**src/rtl/seg_scan_if.sv**
```systemverilog
// Bundle of the scan controller's data and control signals. The controller
// is the slave side; whoever supplies segment patterns and enable is the master.
interface seg_scan_if;
    logic       en;
    logic [6:0] seg0;
    logic [6:0] seg1;
    logic [6:0] seg2;
    logic [6:0] seg3;
    logic [6:0] seg4;
    logic [6:0] seg5;
    logic [6:0] seg6;
    logic [6:0] seg7;
    logic [6:0] seg_out;
    logic [7:0] dig_sel;
    logic       frame_done;

    modport master (
        output en, seg0, seg1, seg2, seg3, seg4, seg5, seg6, seg7,
        input  seg_out, dig_sel, frame_done
    );

    modport slave (
        input  en, seg0, seg1, seg2, seg3, seg4, seg5, seg6, seg7,
        output seg_out, dig_sel, frame_done
    );
endinterface

```
**src/rtl/seg_scan.sv**
```systemverilog
// Multiplexed 8-digit 7-segment scanner. Each digit owns a slot of DIV
// cycles; the first BLANK cycles of every slot are dark to suppress ghosting.
// Segment patterns are captured into shadow registers only at frame
// boundaries so a frame never shows a mix of old and new data. With the scan
// disabled the shadows track the inputs so re-enabling shows current data.
module seg_scan #(
    parameter int DIV   = 1000,
    parameter int BLANK = 50
) (
    input logic       clk,
    input logic       rst,
    seg_scan_if.slave bus
);

    localparam int CW = $clog2(DIV);
    localparam logic [CW-1:0] CNT_LAST = CW'(DIV - 1);

    if (DIV < 2) begin : g_bad_div
        $error("seg_scan: DIV must be at least 2");
    end
    if (BLANK < 0 || BLANK >= DIV) begin : g_bad_blank
        $error("seg_scan: BLANK must lie in 0..DIV-1");
    end

    logic [CW-1:0] cnt_q, cnt_d;
    logic [2:0]    idx_q, idx_d;
    logic [6:0]    sh_q [8];
    logic [6:0]    sh_d [8];
    logic          frame_done_q, frame_done_d;

    logic [6:0]    seg_in [8];
    logic          slot_end;
    logic          frame_end;
    logic          in_blank;
    logic [6:0]    seg_out_c;
    logic [7:0]    dig_sel_c;

    assign seg_in[0] = bus.seg0;
    assign seg_in[1] = bus.seg1;
    assign seg_in[2] = bus.seg2;
    assign seg_in[3] = bus.seg3;
    assign seg_in[4] = bus.seg4;
    assign seg_in[5] = bus.seg5;
    assign seg_in[6] = bus.seg6;
    assign seg_in[7] = bus.seg7;

    assign slot_end  = (cnt_q == CNT_LAST);
    assign frame_end = slot_end && (idx_q == 3'd7);

    // With no blanking configured the compare would be constant-false, so it
    // is not built at all.
    if (BLANK == 0) begin : g_no_blank
        assign in_blank = 1'b0;
    end else begin : g_blank
        localparam logic [CW-1:0] BLANK_C = CW'(BLANK);
        assign in_blank = (cnt_q < BLANK_C);
    end

    // Next-state: slot timer, digit index, shadow capture and frame pulse.
    always_comb begin
        cnt_d        = cnt_q;
        idx_d        = idx_q;
        sh_d         = sh_q;
        frame_done_d = 1'b0;
        if (!bus.en) begin
            cnt_d = '0;
            idx_d = 3'd0;
            sh_d  = seg_in;
        end else begin
            if (slot_end) begin
                cnt_d = '0;
                idx_d = idx_q + 3'd1;
            end else begin
                cnt_d = cnt_q + CW'(1);
            end
            if (frame_end) begin
                sh_d         = seg_in;
                frame_done_d = 1'b1;
            end
        end
    end

    // State registers; reset clears progress and blanks the shadows.
    always_ff @(posedge clk or posedge rst) begin
        if (rst) begin
            cnt_q        <= '0;
            idx_q        <= 3'd0;
            frame_done_q <= 1'b0;
            for (int i = 0; i < 8; i++) begin
                sh_q[i] <= 7'h7F;
            end
        end else begin
            cnt_q        <= cnt_d;
            idx_q        <= idx_d;
            frame_done_q <= frame_done_d;
            sh_q         <= sh_d;
        end
    end

    // Output decode straight from registered state; rst and en gate it
    // directly so the display goes dark without waiting for a clock edge.
    always_comb begin
        seg_out_c = 7'h7F;
        dig_sel_c = 8'hFF;
        if (!rst && bus.en && !in_blank) begin
            seg_out_c = sh_q[idx_q];
            dig_sel_c = ~(8'b1 << idx_q);
        end
    end

    assign bus.seg_out    = seg_out_c;
    assign bus.dig_sel    = dig_sel_c;
    assign bus.frame_done = frame_done_q;

endmodule

```
**src/flat_wrapper.sv**
```systemverilog
// flat-port wrapper written by rule: the top's interface ports become plain ports
module seg_scan_flat 
#(
    parameter int DIV   = 1000,
    parameter int BLANK = 50
)
  (clk, rst, bus_en, bus_seg0, bus_seg1, bus_seg2, bus_seg3, bus_seg4, bus_seg5, bus_seg6, bus_seg7, bus_seg_out, bus_dig_sel, bus_frame_done);
  seg_scan_if bus_i ();
  input logic clk;
  input logic rst;
  input wire logic [$bits(bus_i.en)-1:0] bus_en;
  input wire logic [$bits(bus_i.seg0)-1:0] bus_seg0;
  input wire logic [$bits(bus_i.seg1)-1:0] bus_seg1;
  input wire logic [$bits(bus_i.seg2)-1:0] bus_seg2;
  input wire logic [$bits(bus_i.seg3)-1:0] bus_seg3;
  input wire logic [$bits(bus_i.seg4)-1:0] bus_seg4;
  input wire logic [$bits(bus_i.seg5)-1:0] bus_seg5;
  input wire logic [$bits(bus_i.seg6)-1:0] bus_seg6;
  input wire logic [$bits(bus_i.seg7)-1:0] bus_seg7;
  output wire logic [$bits(bus_i.seg_out)-1:0] bus_seg_out;
  output wire logic [$bits(bus_i.dig_sel)-1:0] bus_dig_sel;
  output wire logic [$bits(bus_i.frame_done)-1:0] bus_frame_done;
  assign bus_i.en = bus_en;
  assign bus_i.seg0 = bus_seg0;
  assign bus_i.seg1 = bus_seg1;
  assign bus_i.seg2 = bus_seg2;
  assign bus_i.seg3 = bus_seg3;
  assign bus_i.seg4 = bus_seg4;
  assign bus_i.seg5 = bus_seg5;
  assign bus_i.seg6 = bus_seg6;
  assign bus_i.seg7 = bus_seg7;
  assign bus_seg_out = bus_i.seg_out;
  assign bus_dig_sel = bus_i.dig_sel;
  assign bus_frame_done = bus_i.frame_done;
  seg_scan #(.DIV(DIV), .BLANK(BLANK)) u_core (.clk(clk), .rst(rst), .bus(bus_i));
endmodule
```
**config.mk**
```make
export PLATFORM = sky130hd
export DESIGN_NAME = seg_scan_flat
export DESIGN_NICKNAME = d
export VERILOG_FILES = /design/src/rtl/seg_scan_if.sv /design/src/rtl/seg_scan.sv /design/src/flat_wrapper.sv
export SDC_FILE = /design/constraint.sdc
export NUM_CORES = 1
export LEC_CHECK = 0
export BUFFER_PORTS_ARGS = -buffer_cell sky130_fd_sc_hd__buf_2
export CAP_MARGIN = 40
export CORE_MARGIN = 4
export CORE_UTILIZATION = 48
export CTS_CLUSTER_SIZE = 28
export DETAILED_ROUTE_END_ITERATION = 7
export GPL_TIMING_DRIVEN = 0
export MAX_ROUTING_LAYER = met4
export PLACE_DENSITY = 0.69
export RECOVER_POWER = 50
export SLEW_MARGIN = 20
export SYNTH_ARGS = -nofsm -noshare
export SYNTH_HDL_FRONTEND = slang
export SYNTH_SLANG_ARGS = --single-unit
```
**constraint.sdc**
```tcl
create_clock -name clk -period 3.7 [get_ports clk]
set_input_delay 0.74 -clock clk [delete_from_list [all_inputs] [get_ports clk]]
set_output_delay 0.74 -clock clk [all_outputs]
set_load 0.05 [all_outputs]
```
* Word level (Yosys, flattened, before mapping) *
Cells that the tools add are included.

word-level totals
  register bits = 70
  input port bits = 59
  output and inout bits = 16
  logic and storage cells = 40

operators by class
  $add $sub $neg = 2
  magnitude comparators = 2
  equality and inequality tests = 4
  shift operators = 1
  muxes and demuxes = 13
  bitwise operators = 2
  reductions and logical operators = 5

operators with widths
  operator                 count
  $mux W56                 2
  $bmux W7 S3              1
  $mux W7                  3
  $mux W10                 2
  $add A10 B1 Y10 const B  1
  $eq A10 B10 Y1 const B   1
  $lt A10 B6 Y1 const B    1
  $mux W8                  1
  $not A8 Y8               1
  $shl A1 B3 Y8 const A    1
  $mux W3                  2
  $ge A4 B4 Y1 const B     1
  $ne A2 B1 Y1 const B     2
  $not A3 Y4               1
  $add A3 B1 Y3 const B    1
  $eq A3 B3 Y1 const B     1
  $logic_and A1 B1 Y1      3
  $logic_not A1 Y1         2
  $mux W1                  2

* Depth between registers and ports, before layout *
  word-level depth = 5
  gate-level depth with buffers = 6
  gate-level depth less buffers = 4

* Worst setup path before layout *
OpenSTA, ideal clock, no wires.

  path type = input-to-output
  from = input port bus_en
  to = output port bus_dig_sel[6]
  arrival time = 1.929 ns
  setup slack = 1.031 ns
  stages = 4
  path buffers = 1
  cells stage by stage = inv_1 -> a211oi_1 -> buf_2 -> nand3_1

between the ends
  word-level cells in the longest chain between the ends = 3

RTL lines
  item                               line                text
  from (decl)                        flat_wrapper.sv:11  input wire logic [$bits(bus_i.en)-1:0] bus_en;
  $logic_and A1 B1 Y1 (2 in series)  seg_scan.sv:105     if (!rst && bus.en && !in_blank) begin
  $mux W8                            seg_scan.sv:105
  to (decl)                          flat_wrapper.sv:21  output wire logic [$bits(bus_i.dig_sel)-1:0] bus_dig_sel;

No other way between the ends.

* Worst setup path after layout *
  from = register u_core.idx_q[1]
  to = output port bus_seg_out[3]

between the ends
  word-level cells in the longest chain between the ends = 5

RTL lines
  item                                         line                text
  from (decl)                                  seg_scan.sv:26      logic [2:0] idx_q, idx_d;
  from (signal assigned)                       seg_scan.sv:94      idx_q <= idx_d;
  $not A3 Y4 (not written as such)             seg_scan.sv:106     seg_out_c = sh_q[idx_q];
  $bmux W7 S3                                  seg_scan.sv:106
  $mux W7 (not written as such) (2 in series)  seg_scan.sv:106
  $mux W7                                      seg_scan.sv:105
  to (decl)                                    flat_wrapper.sv:20  output wire logic [$bits(bus_i.seg_out)-1:0] bus_seg_out;

No other way between the ends. The select of a mux whose other input is x is not followed.

==> run metrics <==
status finished, final reports clean; max_slew headroom 9.70%; Final ANT Viol Nets 0; All-Layer GR Usage 18.5%; synth warn 0; clk_lat worst skew 340 ps; Synth Flop Type dfstp_2; clock-pin slew of the registers on the worst-case setup and hold paths 70 ps; Worst VDD drop 0.275 mV; # rows 31; Critical Path End Type output pin; share of layout cells above drive strength 1 66.4%; area grow syn2layout 19.5%; CTS H-tree lvls 3; Die X 94.2 µm; arrival time at the worst endpoint 2500 ps; Final Net Count 400; Worst Hold Class flop to flop; first drt pass iteration count 4; Compound-Gate Fraction of Synth Area 3.36%; die height 94.2 µm; Routability Congestion 0.816; most frequent cells in the layout buf_2, dfstp_2, mux2_4, nand2_1, nand3_1; Routed wire per std cell 16.7 µm; Slew Limit Fails 0; share of flip-flops with an asynchronous set or reset 100%; Filler cells 609; setup bufs post-CTS 0; clock sinks 70; worst slew pin tran 1350 ps; Peak Freq 309 MHz; pwr dens 403 nW/µm²; Mapped Area 3570 µm²; Max-Cap Viols 0; Fin Hold WS 493 ps; first-pass GRT wire length 12000 µm; most numerous cell on the critical path clkbuf_1; crit-path max cell delay 560 ps; Crit-path slowest cell clkbuf_1; combinational family with the most area after synthesis multiplexers; leading area contributor after synthesis dfstp_2; Area after DPL 4090 µm²; Tot Pwr 1.72 mW; cell chain of the critical path clkbuf_1 -> clkbuf_1 -> mux4_2 -> nand2_1 -> nand3_1 -> buf_2; Die Area 8880 µm²; DP HPWL 5420 µm; TritonCTS clock tree yes; largest net degree at the start of global routing 40; multi-input logic area 1620 µm²; Final min period 3240 ps; Crit Path Max Fanout 10; LEAKAGE 1.83 nW; synthesized instance count 248; Seq/Total Area, Yosys 51.0%; final worst-path cycle share 87.5%; final hold violations 0; Finished Cell Area 4260 µm²; post-synth top area share 41.2%; Core ar. 7250 µm²; CTS Buf Count 9; simple-gate portion of the synthesized area 7.75%; vias 2294; worst setup margin 464 ps; post-synthesis adder-cell area fraction 2.45%; required time worst endpoint 2960 ps; I/O pin total 75; starting density of the core 49.2%; ranking of synthesized cells by area dfstp_2, mux2_4, dfrtp_1; # port buffers 74; cts repair resizes 0; mux share of post-synthesis cell area 31.0%; #FFs+latches synth 70; pre-CTS setup slack 715 ps; Post-Synth XOR/XNOR Area 0.736%; vias in the first global route 2350; initial antenna violation count 0; commonest non-fill, non-tap cell in the layout buf_2; Worst Setup Start Kind flop; setup violators final 0; DRC 0; DR vias/cell 5.24; setup TNS 0 ps; Crit Path Category flop to output pin; register area 1820 µm²; Syn Nets 314; maximum clock path buffer count 2; EDFF count, synth 0; total grt overflow 0; CTS Hold Bufs 0; DRT Wirelength 7300 µm; ant diodes 0; Synth Area per Inst 14.4 µm²; Initial DRC Count 55; Clock Tree Root clkbuf_8; Yosys cell types 34; RSZ-0062 raised after global routing no; Final Skew 7.57 ps
per-layer routing:
layer | GRT usage, % | routed length [µm] | vias up
met5 | - | 0 | -
met4 | 7.94 | 138 | 0
met3 | 4.33 | 437 | 13
met2 | 27.1 | 3410 | 70
met1 | 24.8 | 3310 | 1134
li1 | - | - | 1077
cell usage after synthesis (4+ instances only):
cell,number
buf_6,5
buf_2,5
ha_1,7
nor2_1,5
dfstp_2,56
nand2_1,20
dfrtp_1,14
a21oi_1,6
clkbuf_1,4
mux2_2,16
mux4_2,14
nand3_1,17
inv_1,8
mux2_4,40
kinds of logic (layout without fill, tap and decap cells):
group	Yosys count	in the layout
mux	71	71
flops	70	70
simple gates	56	56
buf+inv	23	114
compound gates	18	18
fa+ha+maj	7	7
xor+xnor	3	3
metrics by stage:
step | instances | util (%)
after floorplan | 248 | -
after global placement | 421 | 56.0
after detailed placement | 422 | 56.3
after CTS | 438 | 58.9
after global routing | 438 | 58.8
final | 438 | 58.8
flip-flops by register name (all words and copies together), names as in the netlist:
signal / flops
u_core.sh_q: 56
u_core.cnt_q: 10
u_core.idx_q: 3
u_core.bus.frame_done: 1
final timing paths:
path	depth (start not counted)	slack, ps	end	start
setup / recovery	6	460	bus_seg_out[3]	u_core.idx_q[1]
hold / removal	1	490	u_core.cnt_q[0]	u_core.cnt_q[0]
setup reg to reg	6	1400	u_core.sh_q[42]	u_core.cnt_q[0]
hold reg to reg	1	490	u_core.cnt_q[0]	u_core.cnt_q[0]
max in group asynchronous	3	2210	u_core.sh_q[20]	rst
min in group asynchronous	2	690	u_core.cnt_q[6]	rst
critical path, delay by kind of cell, from the launching register on:
family / cells / cell delay [ps]
AND/OR/NAND/NOR: 2 / 190
multiplexers: 1 / 420
buffers and inverters: 3 / 1150
flip-flops: 1 / 380
final cells by class:
cell class              instances  area share, %
flip-flops and latches         70           42.7
multi-input cells             155           37.9
repair buffers                 75           9.10
clock buffers                  11           3.08
well taps                      99           2.90
plain buffers                  15           2.20
clock inverters                 5           1.35
inverters                       8          0.734
power breakdown:
group          switching (mW)  internal, mW
sequential             0.0351         0.875
combinational          0.0752         0.133
clock                   0.286         0.313
total                   0.396          1.32
Power figures use the tool's default switching activity.
